[src/rtl/sd_deser_pack_if.sv]
// Segment-in / word-out bundle for sd_deser_pack. The slave modport is the
// deserializer's view; master is the view of whatever surrounds it.
interface sd_deser_pack_if #(
  parameter int PARA_WIDTH = 64,
  parameter int SER_WIDTH  = 8
);
  localparam int NUM_SEG = (PARA_WIDTH + SER_WIDTH - 1) / SER_WIDTH;
  localparam int CNT_SZ  = $clog2(NUM_SEG + 1);

  logic [SER_WIDTH-1:0]  c_data;
  logic                  c_ef;
  logic                  c_srdy;
  logic                  c_drdy;
  logic [PARA_WIDTH-1:0] p_data;
  logic [CNT_SZ-1:0]     p_cnt;
  logic                  p_err;
  logic                  p_srdy;
  logic                  p_drdy;

  modport slave (
    input  c_data, c_ef, c_srdy, p_drdy,
    output c_drdy, p_data, p_cnt, p_err, p_srdy
  );

  modport master (
    output c_data, c_ef, c_srdy, p_drdy,
    input  c_drdy, p_data, p_cnt, p_err, p_srdy
  );
endinterface

[src/rtl/sd_deser_pack.sv]
// Packet-aware deserializer: packs SER_WIDTH segments into a PARA_WIDTH word.
// Define SDLIB_DESER_STRICT_EN to flag and drop overlong packets.
module sd_deser_pack #(
  parameter int PARA_WIDTH = 64,
  parameter int SER_WIDTH  = 8
) (
  input  logic           clk,
  input  logic           reset,
  sd_deser_pack_if.slave bus
);
  localparam int NUM_SEG = (PARA_WIDTH + SER_WIDTH - 1) / SER_WIDTH;
  localparam int CNT_SZ  = $clog2(NUM_SEG + 1);
  localparam int ACC_W   = NUM_SEG * SER_WIDTH;

  typedef enum logic {ST_ACC, ST_DROP} state_t;

  state_t                state_reg, state_next;
  logic [ACC_W-1:0]      acc_reg;
  logic [ACC_W-1:0]      merged;
  logic [CNT_SZ-1:0]     seg_num_reg;
  logic [PARA_WIDTH-1:0] p_data_reg;
  logic [CNT_SZ-1:0]     p_cnt_reg;
  logic                  p_err_reg;
  logic                  p_srdy_reg;
  logic                  last_seg;
  logic                  completing;
  logic                  overflow;
  logic                  c_drdy_int;
  logic                  load;
  logic                  advance;

  // Accumulator with the incoming segment dropped into its slot.
  genvar gi;
  generate
    for (gi = 0; gi < NUM_SEG; gi++) begin : g_seg
      assign merged[gi*SER_WIDTH +: SER_WIDTH] =
        (seg_num_reg == CNT_SZ'(gi)) ? bus.c_data : acc_reg[gi*SER_WIDTH +: SER_WIDTH];
    end
  endgenerate

  assign last_seg   = (seg_num_reg == CNT_SZ'(NUM_SEG - 1));
  assign completing = bus.c_ef | last_seg;

`ifdef SDLIB_DESER_STRICT_EN
  assign overflow = last_seg & ~bus.c_ef;
`else
  assign overflow = 1'b0;
`endif

  always_ff @(posedge clk) begin
    if (reset) state_reg <= ST_ACC;
    else       state_reg <= state_next;
  end

  always_comb begin
    state_next = state_reg;
    case (state_reg)
      ST_ACC:  if (load && overflow) state_next = ST_DROP;
      ST_DROP: if (bus.c_srdy && bus.c_ef) state_next = ST_ACC;
      default: state_next = ST_ACC;
    endcase
  end

  // Only a completing beat can be stalled, and only by an unconsumed word.
  always_comb begin
    c_drdy_int = 1'b1;
    load       = 1'b0;
    advance    = 1'b0;
    case (state_reg)
      ST_ACC: begin
        c_drdy_int = ~completing | ~p_srdy_reg | bus.p_drdy;
        load       = bus.c_srdy & c_drdy_int & completing;
        advance    = bus.c_srdy & c_drdy_int & ~completing;
      end
      default: c_drdy_int = 1'b1;
    endcase
  end

  always_ff @(posedge clk) begin
    if (reset) begin
      acc_reg     <= '0;
      seg_num_reg <= '0;
      p_data_reg  <= '0;
      p_cnt_reg   <= '0;
      p_err_reg   <= 1'b0;
      p_srdy_reg  <= 1'b0;
    end else begin
      if (load) begin
        acc_reg     <= '0;
        seg_num_reg <= '0;
      end else if (advance) begin
        acc_reg     <= merged;
        seg_num_reg <= seg_num_reg + CNT_SZ'(1);
      end

      if (load) begin
        p_data_reg <= merged[PARA_WIDTH-1:0];
        p_cnt_reg  <= seg_num_reg + CNT_SZ'(1);
        p_err_reg  <= overflow;
        p_srdy_reg <= 1'b1;
      end else if (bus.p_drdy) begin
        p_srdy_reg <= 1'b0;
      end
    end
  end

  assign bus.c_drdy = c_drdy_int;
  assign bus.p_data = p_data_reg;
  assign bus.p_cnt  = p_cnt_reg;
  assign bus.p_err  = p_err_reg;
  assign bus.p_srdy = p_srdy_reg;
endmodule

[src/flat_wrapper.sv]
// flat-port wrapper written by rule: the top's interface ports become plain ports
module sd_deser_pack_flat 
#(
  parameter int PARA_WIDTH = 64,
  parameter int SER_WIDTH  = 8
)
  (clk, reset, bus_c_data, bus_c_ef, bus_c_srdy, bus_p_drdy, bus_c_drdy, bus_p_data, bus_p_cnt, bus_p_err, bus_p_srdy);
  sd_deser_pack_if #(.PARA_WIDTH(PARA_WIDTH), .SER_WIDTH(SER_WIDTH)) bus_i ();
  input  logic clk;
  input  logic reset;
  input wire logic [$bits(bus_i.c_data)-1:0] bus_c_data;
  input wire logic [$bits(bus_i.c_ef)-1:0] bus_c_ef;
  input wire logic [$bits(bus_i.c_srdy)-1:0] bus_c_srdy;
  input wire logic [$bits(bus_i.p_drdy)-1:0] bus_p_drdy;
  output wire logic [$bits(bus_i.c_drdy)-1:0] bus_c_drdy;
  output wire logic [$bits(bus_i.p_data)-1:0] bus_p_data;
  output wire logic [$bits(bus_i.p_cnt)-1:0] bus_p_cnt;
  output wire logic [$bits(bus_i.p_err)-1:0] bus_p_err;
  output wire logic [$bits(bus_i.p_srdy)-1:0] bus_p_srdy;
  assign bus_i.c_data = bus_c_data;
  assign bus_i.c_ef = bus_c_ef;
  assign bus_i.c_srdy = bus_c_srdy;
  assign bus_i.p_drdy = bus_p_drdy;
  assign bus_c_drdy = bus_i.c_drdy;
  assign bus_p_data = bus_i.p_data;
  assign bus_p_cnt = bus_i.p_cnt;
  assign bus_p_err = bus_i.p_err;
  assign bus_p_srdy = bus_i.p_srdy;
  sd_deser_pack #(.PARA_WIDTH(PARA_WIDTH), .SER_WIDTH(SER_WIDTH)) u_core (.clk(clk), .reset(reset), .bus(bus_i));
endmodule
[config.mk]
export PLATFORM = sky130hd
export DESIGN_NAME = sd_deser_pack_flat
export DESIGN_NICKNAME = d
export VERILOG_FILES = /design/src/rtl/sd_deser_pack_if.sv /design/src/rtl/sd_deser_pack.sv /design/src/flat_wrapper.sv
export SDC_FILE = /design/constraint.sdc
export NUM_CORES = 1
export LEC_CHECK = 0
export ABC_AREA = 1
export CAP_MARGIN = 20
export CORE_MARGIN = 5
export CORE_UTILIZATION = 43
export CTS_CLUSTER_DIAMETER = 30
export CTS_CLUSTER_SIZE = 28
export DETAILED_ROUTE_END_ITERATION = 10
export PLACE_DENSITY_LB_ADDON = 0.08
export SYNTH_ARGS = -nofsm -noshare
export SYNTH_HDL_FRONTEND = slang
export SYNTH_SLANG_ARGS = --single-unit
[constraint.sdc]
create_clock -name clk -period 2.1 [get_ports clk]
set_input_delay 0.63 -clock clk [delete_from_list [all_inputs] [get_ports clk]]
set_output_delay 0.63 -clock clk [all_outputs]
set_load 0.05 [all_outputs]
# --- Yosys cells after proc, flatten, opt, wreduce, memory -nomap -nowiden ---
# Cells that the tools add are included.
word_totals:
  input_bits: 13
  ff_bits: 138
  elab_cells: 42
classes:
  bitwise_logic: 9
  muxes: 15
  addsub: 1
  n_eq_ne: 7
  reduce_logical: 4
ops:
  columns: ["cell", "n"]
  rows:
  - ["2-to-1 mux 8 bit", 8]
  - ["equality test 4 x 3 -> 1 bit (second input constant)", 4]
  - ["equality test 4 x 2 -> 1 bit (second input constant)", 2]
  - ["2-to-1 mux 1 bit", 6]
  - ["adder 4 x 1 -> 4 bit (second input constant)", 1]
  - ["equality test 4 x 1 -> 1 bit (second input constant)", 1]
  - ["logical NOT 4 bit", 1]
  - ["AND 1 bit", 3]
  - ["NOT 1 bit", 3]
  - ["OR 1 bit", 3]
  - ["case mux 1 bit (2 select lines)", 1]
  - ["nonzero test 2 bit", 1]
  - ["OR reduction 2 bit", 1]
  - ["logical AND 1 bit", 1]

# --- Longest topological paths before layout ---
# Gate-level depths: netlist of the first run.
logic_depth:
  word_depth: 9
  ltp_mapped: 10
  depth_no_buf: 8

# --- Worst setup path after synthesis of the first run ---
# Ideal clock, no wire load.
synth_path:
  path_type: "register to output"
  start: "reg u_core.p_srdy_reg (netlist: u_core.bus.p_srdy)"
  end: "out bus_c_drdy"
  n_path_buf: 0
  slack_ps: 214
  stages_incl_launch_ff: 4
  arrival_ps: 1256
  path_cell_list: "dfxtp_1 inv_1 nor2_1 nand3_1"
synth_via:
  elab_chain_len: 4
synth_rtl:
  columns: ["item", "line_no", "rtl"]
  rows:
  - ["start: declaration", "sd_deser_pack.sv:24", "logic p_srdy_reg;"]
  - ["start signal: assignment", "sd_deser_pack.sv:86", "p_srdy_reg <= 1'b0;"]
  - ["start signal: assignment", "sd_deser_pack.sv:100", "p_srdy_reg <= 1'b1;"]
  - ["start signal: assignment", "sd_deser_pack.sv:102", "p_srdy_reg <= 1'b0;"]
  - ["NOT 1 bit", "sd_deser_pack.sv:71", "c_drdy_int = ~completing | ~p_srdy_reg | bus.p_drdy;"]
  - ["OR 1 bit (2 in a row)", "sd_deser_pack.sv:71", null]
  - ["2-to-1 mux 1 bit", "sd_deser_pack.sv:69", "case (state_reg)"]
  - ["end: declaration", "flat_wrapper.sv:15", "output wire logic [$bits(bus_i.c_drdy)-1:0] bus_c_drdy;"]
# Every way passes these cells.

# --- Worst setup path in the final report of the first run ---
layout_path:
  start: "in bus_p_drdy"
  end: "out bus_c_drdy"
layout_via:
  elab_chain_len: 2
layout_rtl:
  columns: ["item", "line_no", "rtl"]
  rows:
  - ["start: declaration", "flat_wrapper.sv:14", "input wire logic [$bits(bus_i.p_drdy)-1:0] bus_p_drdy;"]
  - ["OR 1 bit", "sd_deser_pack.sv:71", null]
  - ["2-to-1 mux 1 bit", "sd_deser_pack.sv:69", null]
# Every way passes these cells.

==> flow_metrics.env, run 1 <==
export IMPL_fin_crit_sh=0.993
export IMPL_drt_total_wl_mm=19.8
export IMPL_grt_max_degree=64
export IMPL_cts_path_max_buffers=2
export IMPL_cp_end_kind="output port"
export IMPL_setup_slack_ns=0.0149
export IMPL_reg2reg_depth=7
export IMPL_cp_slowest_cell="clkdlybuf4s50_1"
export IMPL_layout_min_cycle_time_ns=2.09
export IMPL_tightest_slew_ns=0.591
export IMPL_die_area_mm2=0.0190
export IMPL_gp_congestion=0.794
export IMPL_synth_ff_latch_count=138
export IMPL_drtAntennaViolNets=0
export IMPL_syn_to_final_growth_pct=25.0
export IMPL_wl_per_cell_um=13.6
export IMPL_grt_pass1_vias=6280
export IMPL_netlist_area_mm2=0.00705
export IMPL_clk_latency_ns=0.42
export IMPL_start_util=0.440
export IMPL_total_power_w=0.00719
export IMPL_yosysSeqAreaShare=0.392
export IMPL_cts_htree_levels=4
export IMPL_crit_fanout=3
export IMPL_final_max_slew_viol_count=0
export IMPL_critPathBufInv=2
export IMPL_synth_distinct_cells=23
export IMPL_vias=7038
export IMPL_hold_depth=2
export IMPL_max_cap_violations=0
export IMPL_die_width_um=138
export IMPL_die_h_um=138
export IMPL_ioPinCount=84
export IMPL_port_buffers=82
export IMPL_drive_gt1_frac=0.140
export IMPL_grt_use_met2=0.317
export IMPL_clk_pin_slew_ns=0.05
export IMPL_synthTopCellsByArea="dfxtp_1, nand2_1, nor2_1, nand3_1, inv_1"
export IMPL_place_ws_ns=-0.0558
export IMPL_relSlewSlack=0.605
export IMPL_critPathMaxStageDelay_ns=0.42
export IMPL_grtUsageTotal=0.204
export IMPL_tritoncts="built"
export IMPL_root_buffer="clkbuf_16"
export IMPL_ys_warn_count=0
export IMPL_core_mm2=0.0160
export IMPL_cts_sinks=138
export IMPL_setup_viol=0
export IMPL_fin_area_mm2=0.00880
export IMPL_avgSynthCellArea_um2=6.09
export IMPL_final_hold_viol_count=0
export IMPL_met1_usage=0.290
export IMPL_syn_inst=1157
export IMPL_max_freq_ghz=0.480
export IMPL_placedCellCount=1429
export IMPL_cp_num_cells=4
export IMPL_dpl_cell_area_mm2=0.00812
export IMPL_grt_first_pass_wirelength_mm=32.6
export IMPL_antenna_found_initial=0
export IMPL_skew_ns=0.00997
export IMPL_drc_errors=0
export IMPL_crit_path_start_kind="input port"
export IMPL_hold_class="register to register"
export IMPL_final_cells=1463
export IMPL_p_leak_nw=4.08
export IMPL_synth_top_cell_by_area="dfxtp_1"
export IMPL_rows=46
export IMPL_holdWs_ns=0.432
export IMPL_nNetsFinal=1252
export IMPL_hpwl_mm=12.8
export IMPL_worstSetupPathType="input port to output port"
export IMPL_vias_per_cell=4.81
export IMPL_use_met3=0.0452
export IMPL_arrival_ns=1.46
export IMPL_critPathRequiredTime_ns=1.47
export IMPL_vdd_ir_drop_max_mv=0.583
export IMPL_fillers=1668
export IMPL_grt_busiest_layer="met2"
export IMPL_grt_overflow_total=0
export IMPL_cts_buffers=17
export IMPL_dr_first_iter_drc_count=603
export IMPL_cpLargestDelayFamily="buffers and inverters"
export IMPL_yosysTopAreaCellShare=0.392
export IMPL_register_area_mm2=0.00277
export IMPL_diodes=0
export IMPL_powerDensity_mw_per_mm2=817
export IMPL_multiInputGateArea_mm2=0.00355
export IMPL_first_pass_iters=5
export IMPL_status="completed"
export IMPL_path_cells="clkdlybuf4s50_1, nor2_2, nand3_1, buf_6"
export IMPL_syn_num_nets=1174
layer usage:
| layer | up-vias | part of all wire |
|---|---|---|
| met1 | 3153 | 0.49 |
| li1 | 3705 | - |
| met2 | 164 | 0.45 |
| met3 | 16 | 0.054 |
| met5 | - | 0 |
| met4 | 0 | 0.012 |
path summary, 6_finish.rpt:
path	slack (ns)	from	end
worst max-delay path	0.01	bus_p_drdy	bus_c_drdy
worst min-delay path	0.43	u_core.acc_reg[61]$_SDFFE_PP0P_	u_core.acc_reg[61]$_SDFFE_PP0P_
worst max register to register	0.22	u_core.seg_num_reg[2]$_SDFFE_PP0P_	u_core.bus.p_data[32]$_SDFFE_PP0P_
worst min register to register	0.43	u_core.acc_reg[61]$_SDFFE_PP0P_	u_core.acc_reg[61]$_SDFFE_PP0P_
final cells by class:
cell class	instances	share of cell area
clock buffers	24	0.0547
clock inverters	7	0.0185
inverters	83	0.0355
multi-input cells	850	0.403
flip-flops and latches	138	0.314
well taps	216	0.0307
repair buffers	145	0.144
power breakdown:
| part | switching (W) | internal, W |
|---|---|---|
| logic | 0.000775 | 0.000352 |
| registers | 0.0000530 | 0.00272 |
| clock network | 0.00110 | 0.00220 |
through the flow:
stage | utilization | TNS (ns)
finish | 0.550 | 0
global route | 0.550 | -0.0120
CTS | 0.548 | -0.0908
detailed placement | 0.508 | -1.76
global placement | 0.508 | -0.146
floorplan | - | 0
cell families after synthesis:
kind of cell               count (synthesis)  share of synthesized area
AOI/OAI and AO/OA                         63                     0.0451
xor gates and xnor gates                   2                    0.00249
adders and majority gates                  4                    0.00710
buffers and inverters                    169                      0.108
DFF                                      138                      0.392
other                                      1                   0.000532
and+or+nand+nor                          780                      0.445
worst reg2reg max path, cell delays in order (launching register included):
cell	delay (ns)
dfxtp_1	0.44
buf_4	0.37
nand3_1	0.53
nand2_1	0.18
nand2_1	0.10
nand2_1	0.07
nand2_1	0.05
nor2_1	0.08
cells in the mapped netlist:
cell type and number:
ha_1 4, inv_2 3, nand2_1 504, nand3_1 95
dfxtp_1 138, clkbuf_1 41, a21oi_1 59, buf_2 22
nand4_1 24, nand2_2 1, buf_4 13, inv_1 79
nor2_2 1, xor2_1 2, nor2_1 153, clkbuf_2 4
nand2_4 1, nand3_4 1, buf_6 6, conb_1 1
o21ai_0 3, a211oi_1 1, clkinv_1 1
cells in the final DEF (no fill, tap or decap), drive strengths merged:
| cell | instances |
|---|---|
| nand2 | 506 |
| buf | 132 |
| nand4 | 24 |
| clkinv | 2 |
| clkbuf | 24 |
| clkinvlp | 1 |
| dfxtp | 138 |
| clkdlybuf4s50 | 11 |
| nand3 | 96 |
| xor2 | 2 |
| dlygate4sd2 | 1 |
| nor2 | 154 |
| inv | 82 |
| dlymetal6s2s | 1 |
| a211oi | 1 |
| conb | 1 |
| a21oi | 59 |
| bufinv | 5 |
| ha | 4 |
| o21ai | 3 |
what timing repair did:
action | 4_1_cts | 5_1_grt
hold buffers | 0 | 0
pin swaps | 1 | 1
hold endpoints to repair | 0 | 0
gates resized for setup | 4 | 4
endpoints found under the setup margin | 2 | 1
buffers inserted | 0 | 3
Note: power is estimated with default switching activity, not from simulation.
==> run 2: changes to the inputs <==
- DONT_BUFFER_PORTS: not set -> 1
- clock period: 2.1 -> 1.7 ns (I/O delays scaled with it)
==> run 2 against run 1 <==
Net effect:
- the flow now finishes with violations (setup timing)
- first-iteration DRC count increased by 20%
- non-clock buffer count decreased by 69
- largest power group is now sequential cells
- clock-buffer cell count unchanged
- flip-flop and latch count unchanged
- clock power increased by 9.1%
==> flow_metrics.env, run 2 (synthesis results as in run 1) <==
export IMPL_diodes=0
export IMPL_powerDensity_mw_per_mm2=986
export IMPL_cp_num_cells=5
export IMPL_max_cap_violations=0
export IMPL_arrival_ns=1.29
export IMPL_fin_crit_sh=1.06
export IMPL_grt_overflow_total=0
export IMPL_cts_hold_buf=0
export IMPL_grtUsageTotal=0.206
export IMPL_core_mm2=0.0160
export IMPL_layout_min_cycle_time_ns=1.80
export IMPL_cts_htree_levels=4
export IMPL_final_max_slew_viol_count=0
export IMPL_first_pass_iters=6
export IMPL_path_cells="ha_4, nand3_4, nand2_4, nand3_4, buf_12"
export IMPL_crit_fanout=2
export IMPL_crit_path_start_kind="register"
export IMPL_hold_class="input port to register"
export IMPL_layout_common_cells="nand2_1, nor2_1, dfxtp_1"
export IMPL_cpLargestDelayFamily="flip-flops"
export IMPL_holdWs_ns=0.156
export IMPL_clk_latency_ns=0.43
export IMPL_die_width_um=138
export IMPL_cts_path_max_buffers=2
export IMPL_hpwl_mm=13.0
export IMPL_violations="setup timing"
export IMPL_cts_buffers=17
export IMPL_drive_gt1_frac=0.108
export IMPL_nNetsFinal=1183
export IMPL_reg2reg_depth=10
export IMPL_setup_slack_ns=-0.0961
export IMPL_cp_end_kind="output port"
export IMPL_die_area_mm2=0.0190
export IMPL_skew_ns=0.00681
export IMPL_fin_area_mm2=0.00838
export IMPL_vias_per_cell=4.86
export IMPL_tightest_slew_ns=0.557
export IMPL_antenna_found_initial=0
export IMPL_gp_congestion=0.787
export IMPL_relSlewSlack=0.628
export IMPL_status="finished, violations left"
export IMPL_die_h_um=138
export IMPL_root_buffer="clkbuf_16"
export IMPL_start_util=0.440
export IMPL_critPathRequiredTime_ns=1.19
export IMPL_dr_first_iter_drc_count=725
export IMPL_clk_pin_slew_ns=0.06
export IMPL_port_buffers=0
export IMPL_drc_errors=0
export IMPL_critPathMaxStageDelay_ns=0.36
export IMPL_setup_viol=1
export IMPL_vias=6777
export IMPL_drt_total_wl_mm=20.5
export IMPL_syn_to_final_growth_pct=19.0
export IMPL_final_common_cell="nand2_1"
export IMPL_grt_max_degree=43
export IMPL_p_leak_nw=3.76
export IMPL_fin_util=0.524
export IMPL_drtAntennaViolNets=0
export IMPL_wl_per_cell_um=14.7
export IMPL_ioPinCount=84
export IMPL_total_power_w=0.00826
export IMPL_grt_pass1_vias=5913
export IMPL_cp_common_cell="nand3_4"
export IMPL_cts_sinks=138
export IMPL_dpl_cell_area_mm2=0.00755
export IMPL_rsz0062_at_grt="true"
export IMPL_critPathBufInv=1
export IMPL_worstSetupPathType="register to output port"
export IMPL_hold_depth=1
export IMPL_max_freq_ghz=0.557
export IMPL_final_hold_viol_count=0
export IMPL_cp_slowest_cell="dfxtp_4"
export IMPL_grt_first_pass_wirelength_mm=32.2
export IMPL_vdd_ir_drop_max_mv=0.711
export IMPL_tritoncts="built"
export IMPL_rows=46
==> run 2: cell count changes in the layout (fill, tap and decap cells not counted), sizes merged <==
cell,change
buf,-60
clkdlybuf4s50,-11
clkbuf,+4
clkinv,+4
bufinv,-3
clkinvlp,-1
dlygate4sd2,-1
dlymetal6s2s,-1
inv,+1
==> run 2: stage by stage <==
stage	setup TNS, ns	setup slack, ns	cells
after floorplan	0	0.0462	1157
after global placement	0	0.0604	1351
after detailed placement	0	0.0346	1351
after CTS	-0.114	-0.114	1387
after global routing	-0.160	-0.160	1395
final	-0.0961	-0.0961	1395
==> run 2: worst paths after layout <==
path	start	end	slack [ns]
worst max-delay path	u_core.seg_num_reg[0]$_SDFFE_PP0P_	bus_c_drdy	-0.1
worst min-delay path	reset	u_core.bus.p_srdy$_SDFFE_PP0P_	0.16
worst max register to register	u_core.seg_num_reg[0]$_SDFFE_PP0P_	u_core.acc_reg[52]$_SDFFE_PP0P_	0.06
worst min register to register	u_core.acc_reg[63]$_SDFFE_PP0P_	u_core.acc_reg[63]$_SDFFE_PP0P_	0.43
==> run 2: where the power goes <==
| part | total [W] | leakage, nW | internal, W | switching [W] |
|---|---|---|---|---|
| Sequential | 0.00379 | 1.13 | 0.00335 | 0.000442 |
| Combinational | 0.000873 | 2.35 | 0.000331 | 0.000542 |
| Clock | 0.00360 | 0.282 | 0.00222 | 0.00137 |
| Total | 0.00826 | 3.76 | 0.00591 | 0.00236 |
==> run 2: final cells by class <==
cell class | instances | area (um^2)
Timing Repair Buffer | 76 | 838
Tap cell | 216 | 270
Sequential cell | 138 | 2780
Multi-Input combinational cell | 850 | 3610
Clock inverter | 8 | 93.8
Inverter | 83 | 319
Clock buffer | 24 | 472
Fill cell | 1699 | 7620
==> run 2: per-layer routing <==
metal | share of wire | wire [um] | up-vias | global-route usage
li1 | - | - | 3557 | -
met1 | 0.47 | 9650 | 2982 | 0.296
met2 | 0.43 | 8920 | 217 | 0.304
met3 | 0.080 | 1650 | 21 | 0.0521
met4 | 0.014 | 294 | 0 | 0.0614
met5 | 0 | 0 | - | 0
==> run 2: repair_timing <==
item	in CTS	in global routing
gates cloned	0	4
endpoints found under the setup margin	1	43
pin swaps	3	2
hold endpoints to repair	0	0
resized for setup	13	15
setup buffers	4	4
